--- src/rtl/pipelined_cla_adder.sv ---
// ---------------------------------------------------------------------------
// pipelined_cla_adder
//
// Purpose: pipelined add/subtract unit. Each pipeline stage resolves one 4-bit
// group with a carry-lookahead adder. The carry out of a group is registered
// and handed to the next stage. The operand bits that are not yet added travel
// down the pipeline with it, and the resolved sum bits accumulate low-to-high.
// The word that leaves the last stage is therefore already bit-aligned.
// Subtraction is a + ~b + 1. The mode is applied when an operand is accepted,
// so every stage after the first sees only b' and the carry.
//
// Parameters:
//   nBITS   operand width; a multiple of 4 and at least 4
//   STAGES  nBITS/4, the pipeline depth (one CLA group per stage)
//
// Ports:
//   clk        rising-edge clock
//   reset_n    asynchronous active-low reset
//   ain, bin   operands (nBITS)
//   cin        carry-in, ignored when sub=1
//   sub        0: ain+bin+cin, 1: ain-bin
//   in_valid   operand valid
//   in_ready   operand accepted this cycle (equals the advance condition)
//   sum        result (nBITS); zero while out_valid=0
//   cout       carry out of the MSB group (for sub=1, 1 means no borrow)
//   ovf        signed overflow (carry into MSB xor carry out of MSB)
//   out_valid  result valid
//   out_ready  downstream accepts result
// ---------------------------------------------------------------------------
module pipelined_cla_adder #(
  parameter int nBITS = 16
) (
  input  logic             clk,
  input  logic             reset_n,
  input  logic [nBITS-1:0] ain,
  input  logic [nBITS-1:0] bin,
  input  logic             cin,
  input  logic             sub,
  input  logic             in_valid,
  output logic             in_ready,
  output logic [nBITS-1:0] sum,
  output logic             cout,
  output logic             ovf,
  output logic             out_valid,
  input  logic             out_ready
);

  localparam int STAGES = nBITS / 4;

  // 4-bit carry-lookahead group: every carry is a flat sum of products of
  // generate/propagate terms, so no carry ripples through the group.
  // Returns {carry_out, sum[3:0]}.
  function automatic logic [4:0] cla4(input logic [3:0] a,
                                      input logic [3:0] b,
                                      input logic       ci);
    logic [3:0] g;
    logic [3:0] p;
    logic [4:0] c;
    g    = a & b;
    p    = a ^ b;
    c[0] = ci;
    c[1] = g[0] | (p[0] & ci);
    c[2] = g[1] | (p[1] & g[0]) | (p[1] & p[0] & ci);
    c[3] = g[2] | (p[2] & g[1]) | (p[2] & p[1] & g[0]) | (p[2] & p[1] & p[0] & ci);
    c[4] = g[3] | (p[3] & g[2]) | (p[3] & p[2] & g[1]) | (p[3] & p[2] & p[1] & g[0])
         | (p[3] & p[2] & p[1] & p[0] & ci);
    return {c[4], p ^ c[3:0]};
  endfunction

  // The whole pipeline moves as one unit. It stalls only when a valid result
  // is parked at the output and downstream is not taking it.
  logic advance_s;

  genvar k;
  generate
    for (k = 0; k < STAGES; k++) begin : g_stage
      localparam int W_OP  = nBITS - 4*k;  // operand bits still to be added here
      localparam int W_SUM = 4*(k+1);      // result bits resolved after this stage

      logic [W_OP-1:0]  a_in_s;
      logic [W_OP-1:0]  b_in_s;
      logic             c_in_s;
      logic             v_in_s;
      logic [4:0]       cla_s;
      logic [W_SUM-1:0] sum_nx_s;
      logic             vld_r;
      logic             c_r;
      logic [W_SUM-1:0] sum_r;

      if (k == 0) begin : g_head
        // Mode is folded in here, so later stages never look at sub.
        assign a_in_s   = ain;
        assign b_in_s   = sub ? ~bin : bin;
        assign c_in_s   = sub ? 1'b1 : cin;
        assign v_in_s   = in_valid;
        assign sum_nx_s = cla_s[3:0];
      end else begin : g_body
        assign a_in_s   = g_stage[k-1].g_ops.a_r;
        assign b_in_s   = g_stage[k-1].g_ops.b_r;
        assign c_in_s   = g_stage[k-1].c_r;
        assign v_in_s   = g_stage[k-1].vld_r;
        assign sum_nx_s = {cla_s[3:0], g_stage[k-1].sum_r};
      end

      assign cla_s = cla4(a_in_s[3:0], b_in_s[3:0], c_in_s);

      // Stage valid, group carry and partial sum. A bubble loads zeros, so
      // an invalid slot never carries data to the outputs.
      always_ff @(posedge clk or negedge reset_n) begin
        if (!reset_n) begin
          vld_r <= 1'b0;
          c_r   <= 1'b0;
          sum_r <= {W_SUM{1'b0}};
        end else if (advance_s) begin
          if (v_in_s) begin
            vld_r <= 1'b1;
            c_r   <= cla_s[4];
            sum_r <= sum_nx_s;
          end else begin
            vld_r <= 1'b0;
            c_r   <= 1'b0;
            sum_r <= {W_SUM{1'b0}};
          end
        end
      end

      if (k < STAGES-1) begin : g_ops
        logic [W_OP-5:0] a_r;
        logic [W_OP-5:0] b_r;

        // Carry the operand bits of the higher groups forward (input skew).
        always_ff @(posedge clk or negedge reset_n) begin
          if (!reset_n) begin
            a_r <= {(W_OP-4){1'b0}};
            b_r <= {(W_OP-4){1'b0}};
          end else if (advance_s) begin
            if (v_in_s) begin
              a_r <= a_in_s[W_OP-1:4];
              b_r <= b_in_s[W_OP-1:4];
            end else begin
              a_r <= {(W_OP-4){1'b0}};
              b_r <= {(W_OP-4){1'b0}};
            end
          end
        end
      end

      if (k == STAGES-1) begin : g_tail
        logic ovf_r;

        // Carry into the MSB is recovered as a^b^s at bit 3 of the top group.
        // Overflow is that carry xor the carry out.
        always_ff @(posedge clk or negedge reset_n) begin
          if (!reset_n) begin
            ovf_r <= 1'b0;
          end else if (advance_s) begin
            if (v_in_s) begin
              ovf_r <= a_in_s[3] ^ b_in_s[3] ^ cla_s[3] ^ cla_s[4];
            end else begin
              ovf_r <= 1'b0;
            end
          end
        end
      end
    end
  endgenerate

  assign out_valid = g_stage[STAGES-1].vld_r;
  assign sum       = g_stage[STAGES-1].sum_r;
  assign cout      = g_stage[STAGES-1].c_r;
  assign ovf       = g_stage[STAGES-1].g_tail.ovf_r;
  assign advance_s = ~out_valid | out_ready;
  assign in_ready  = advance_s;

endmodule

--- config.mk ---
export PLATFORM = sky130hd
export DESIGN_NAME = pipelined_cla_adder
export DESIGN_NICKNAME = d
export VERILOG_FILES = /design/src/rtl/pipelined_cla_adder.sv
export SDC_FILE = /design/constraint.sdc
export NUM_CORES = 1
export LEC_CHECK = 0
export CORE_MARGIN = 4
export CORE_UTILIZATION = 55
export DETAILED_ROUTE_END_ITERATION = 16
export DONT_BUFFER_PORTS = 1
export MAX_ROUTING_LAYER = met4
export PLACE_DENSITY = 0.83
export REMOVE_ABC_BUFFERS = 1
export SETUP_SLACK_MARGIN = 0.5
export SYNTH_ARGS = -nofsm -noshare
export SYNTH_HDL_FRONTEND = slang
export SYNTH_SLANG_ARGS = --single-unit
--- constraint.sdc ---
create_clock -name clk -period 1.4 [get_ports clk]
set_input_delay 0.21 -clock clk [delete_from_list [all_inputs] [get_ports clk]]
set_output_delay 0.21 -clock clk [all_outputs]
set_load 0.005 [all_outputs]
==> impl_metrics.csv <==
group,metric,value,unit
cts,clock_path_buffers,2,
finish,drive_gt1_share,53.22,%
sta,finalHoldViolations,97,
floorplanning,die_width,98.31,µm
cts,cts-htree-levels,3,
finish,nNetsFinal,581,
worst_setup_path,crit_path_max_fanout,3,
finish,antenna_cells,0,
sta,tightest_slew,0.7854,ns
power,p_int,7285,µW
route,drt-total-wl,16.06,mm
floorplanning,die_h,98.31,µm
sta,setup_ws,-0.2886,ns
worst_setup_path,worstSetupPathType,"flip-flop to flip-flop",
worst_setup_path,arrival,1.94,ns
route,num_vias,4085,
finish,final_area,6860,µm²
cts,clk_pin_slew,0.10,ns
global_route,grt_max_degree,98,
finish,layoutNonFillerInstCount,630,
status,violations,"negative hold slack, negative setup slack",
placed_design,hpwl,5.983,mm
floorplanning,core_area,7848,µm²
cts,cts_root_buffer,"clkbuf_8",
floorplanning,die-area,9665,µm²
power,swShare,38.52,%
power,p_leak,0.003644,µW
synthesis,yosys_warnings,0,
sta,fin_crit,1.689,ns
floorplanning,pin_count,58,
sta,fin_crit_sh,120.6,%
synthesis,async_reset_ff_share,100.0,%
sta,fmax,592.2,MHz
synthesis,netlist.area_leader.share,54.11,%
cts,cts_buffers,9,
route,viasPerCell,6.484,
placed_design,place_ws,-0.1851,ns
hold_path,worst_hold_path_type,"input pin to async pin",
route,post_drt_wl_per_cell,25.49,µm
placed_design,portBuffers,0,
power,power_frac_clock,20.2,%
sta,rsz0062_at_grt,"yes",
floorplanning,placementRows,32,
power,p_switching,4565,µW
route,drcViolationCount,0,
synthesis,synth_area_per_cell,9.585,µm²
power,seqPwrFrac,36.5,%
sta,relSlewSlack,47.64,%
placed_design,place_area,4608,µm²
status,status,"finished with violations",
cts,cts_tree,"yes",
cts,clock-sinks,97,
power,powerDensity,1727,nW/µm²
sta,worst_hold_slack,-0.4741,ns
global_route,antenna_found_initial,0,
worst_setup_path,cp.required,1.65,ns
finish,area_growth,52.94,%
synthesis,ys_top_cells_by_count,"nand2_1 (145), dfrtp_1 (97), nand3_1 (61)",
route,drt_iter0_markers,349,
synthesis,synth-edff-count,0,
cts,clkLatencyLatePin,0.37,ns
finish,nFillCells,313,
global_route,grt_pass1_wl,21.94,mm
run,drv_cap,0,
global_route,gr-total-overflow,0,
synthesis,synth.distinct_cells,36,
sta,clock_skew,0.01237,ns
synthesis,ys_ff_latch,97,
synthesis,yosys-top-cells-area,"dfrtp_1 (54%), nand2_1 (12%), nand3_1 (6.8%)",
placed_design,place.gp.congestion,0.7949,
synthesis,seq_area_frac_synth,54.11,%
synthesis,ys.flop_type,"dfrtp_1",
synthesis,netlist_area,4486,µm²
sta,setup_viol,87,
global_route,grt_pass1_vias,4157,
finish,finish.utilization,87.42,%
power,comb_power_share,43.2,%
worst_setup_path,crit_path_end_kind,"flip-flop",
sta,drv_slew,0,
global_route,grt_use_total,29.79,%
route,dr.pass1.iters,5,
synthesis,synth_top_cell_by_area,"dfrtp_1",
synthesis,syn-instance-count,468,
floorplanning,start_util,57.16,%
worst_setup_path,worst_setup_path_start_kind,"flip-flop",
synthesis,synth.most_common_cell,"nand2_1",
placed_design,placed_cells,560,
route,ant_nets,0,
power,ir_drop,0.0009060,V
## kinds of logic (layout without fill, tap and decap cells)
family          count (synthesis)  after routing  share of synthesized area, %
fa+ha+maj                      20             20                         6.248
flops                          97             97                         54.11
xor+xnor                       23             23                         4.491
mux                             1              1                        0.2232
buf+inv                        43            102                         4.965
compound gates                 57             57                         8.954
simple gates                  227            228                         21.00
## registers in the layout (all words and copies together) (netlist names)
signal             flops
ovf                    1
cout                   1
g_stage.g_ops.b_r     24
g_stage.c_r            3
sum                   16
out_valid              1
g_stage.g_ops.a_r     24
g_stage.vld_r          3
g_stage.sum_r         24
## power by group through the flow
stage | Combinational [µW] | Clock, µW | Sequential, µW
5_1_grt | 5340 | 2510 | 4380
2_1_floorplan | 1330 | 0 | 3830
3_3_place_gp | 1940 | 0 | 3890
6_report | 5120 | 2400 | 4330
4_1_cts | 3950 | 2360 | 4020
3_5_place_dp | 2040 | 0 | 3930
## repair_timing
| action | CTS | global route |
|---|---|---|
| setup endpoints to repair | 117 | 117 |
| pin swaps | 58 | 53 |
| hold buffers | 12 | 1 |
| resized for setup | 179 | 163 |
| cloned | 14 | 0 |
| setup buffers | 25 | 2 |
| hold endpoints to repair | 112 | 98 |
## placed cells by master (no fill, tap or decap), types with 6 or more instances in the layout
| cell | netlist | layout |
|---|---|---|
| o21ai_2 | 0 | 12 |
| nand2_1 | 145 | 19 |
| ha_1 | 16 | 8 |
| xor2_1 | 8 | 6 |
| nand2_4 | 0 | 66 |
| buf_4 | 2 | 13 |
| o21ai_1 | 27 | 15 |
| dlygate4sd3_1 | 0 | 12 |
| buf_6 | 4 | 19 |
| dfrtp_1 | 97 | 95 |
| ha_4 | 0 | 8 |
| clkbuf_8 | 0 | 9 |
| xnor2_1 | 15 | 15 |
| nand3_1 | 61 | 46 |
| buf_12 | 0 | 10 |
| nand3_2 | 0 | 15 |
| nand2_2 | 2 | 60 |
| inv_1 | 13 | 8 |
| buf_16 | 0 | 12 |
| nor2_1 | 15 | 9 |
## worst max-delay path, cell delays in order (launching register included)
cell and delay [ns]:
dfrtp_1 0.44, ha_4 0.26, a211oi_4 0.29, o21ba_4 0.22
mux2i_2 0.24, o21ai_1 0.11
## area by class of cell
type | instances | area [µm²] | area share, %
inverter | 14 | 57.56 | 0.8390
sequential | 97 | 2430 | 35.42
timing repair buffer | 72 | 1050 | 15.30
tap | 102 | 127.6 | 1.860
clock inverter | 7 | 141.4 | 2.061
multi-input combinational | 329 | 2930 | 42.71
clock buffer | 9 | 123.9 | 1.806
## worst paths after layout
kind,slack [ns],from,to,cells past startpoint
max in group asynchronous,1.73,reset_n,g_stage[1].g_ops.a_r[6],0
max reg2reg,-0.29,g_stage[2].g_ops.a_r[0],ovf,5
min in group clk,0.02,bin[5],g_stage[0].g_ops.b_r[1],2
max,-0.29,g_stage[2].g_ops.a_r[0],ovf,5
min reg2reg,0.52,g_stage[0].sum_r[2],g_stage[0].sum_r[2],2
min,-0.47,reset_n,g_stage[0].g_ops.a_r[2],0
## metal layers
| metal | GRT usage [%] | share of wire [%] | wire length (µm) | up-vias |
|---|---|---|---|---|
| li1 | - | - | - | 1656 |
| met2 | 49.04 | 49 | 7811 | 314 |
| met1 | 35.85 | 39 | 6253 | 2030 |
| met3 | 6.500 | 8.0 | 1279 | 85 |
| met4 | 11.66 | 4.5 | 716 | 0 |
| met5 | - | 0 | 0 | - |
## through the flow
stage	setup TNS [ns]	hold WS (ns)	power, µW
finish	-4.366	-0.4741	11850
global route	-7.124	-0.4914	12230
CTS	-0.5980	-0.4787	10330
detailed placement	-1.002	-0.08378	5962
global placement	-0.4604	-0.08366	5832
floorplan	-359.84	-0.08559	5159
No activity file was read; power rests on OpenSTA's default activity.
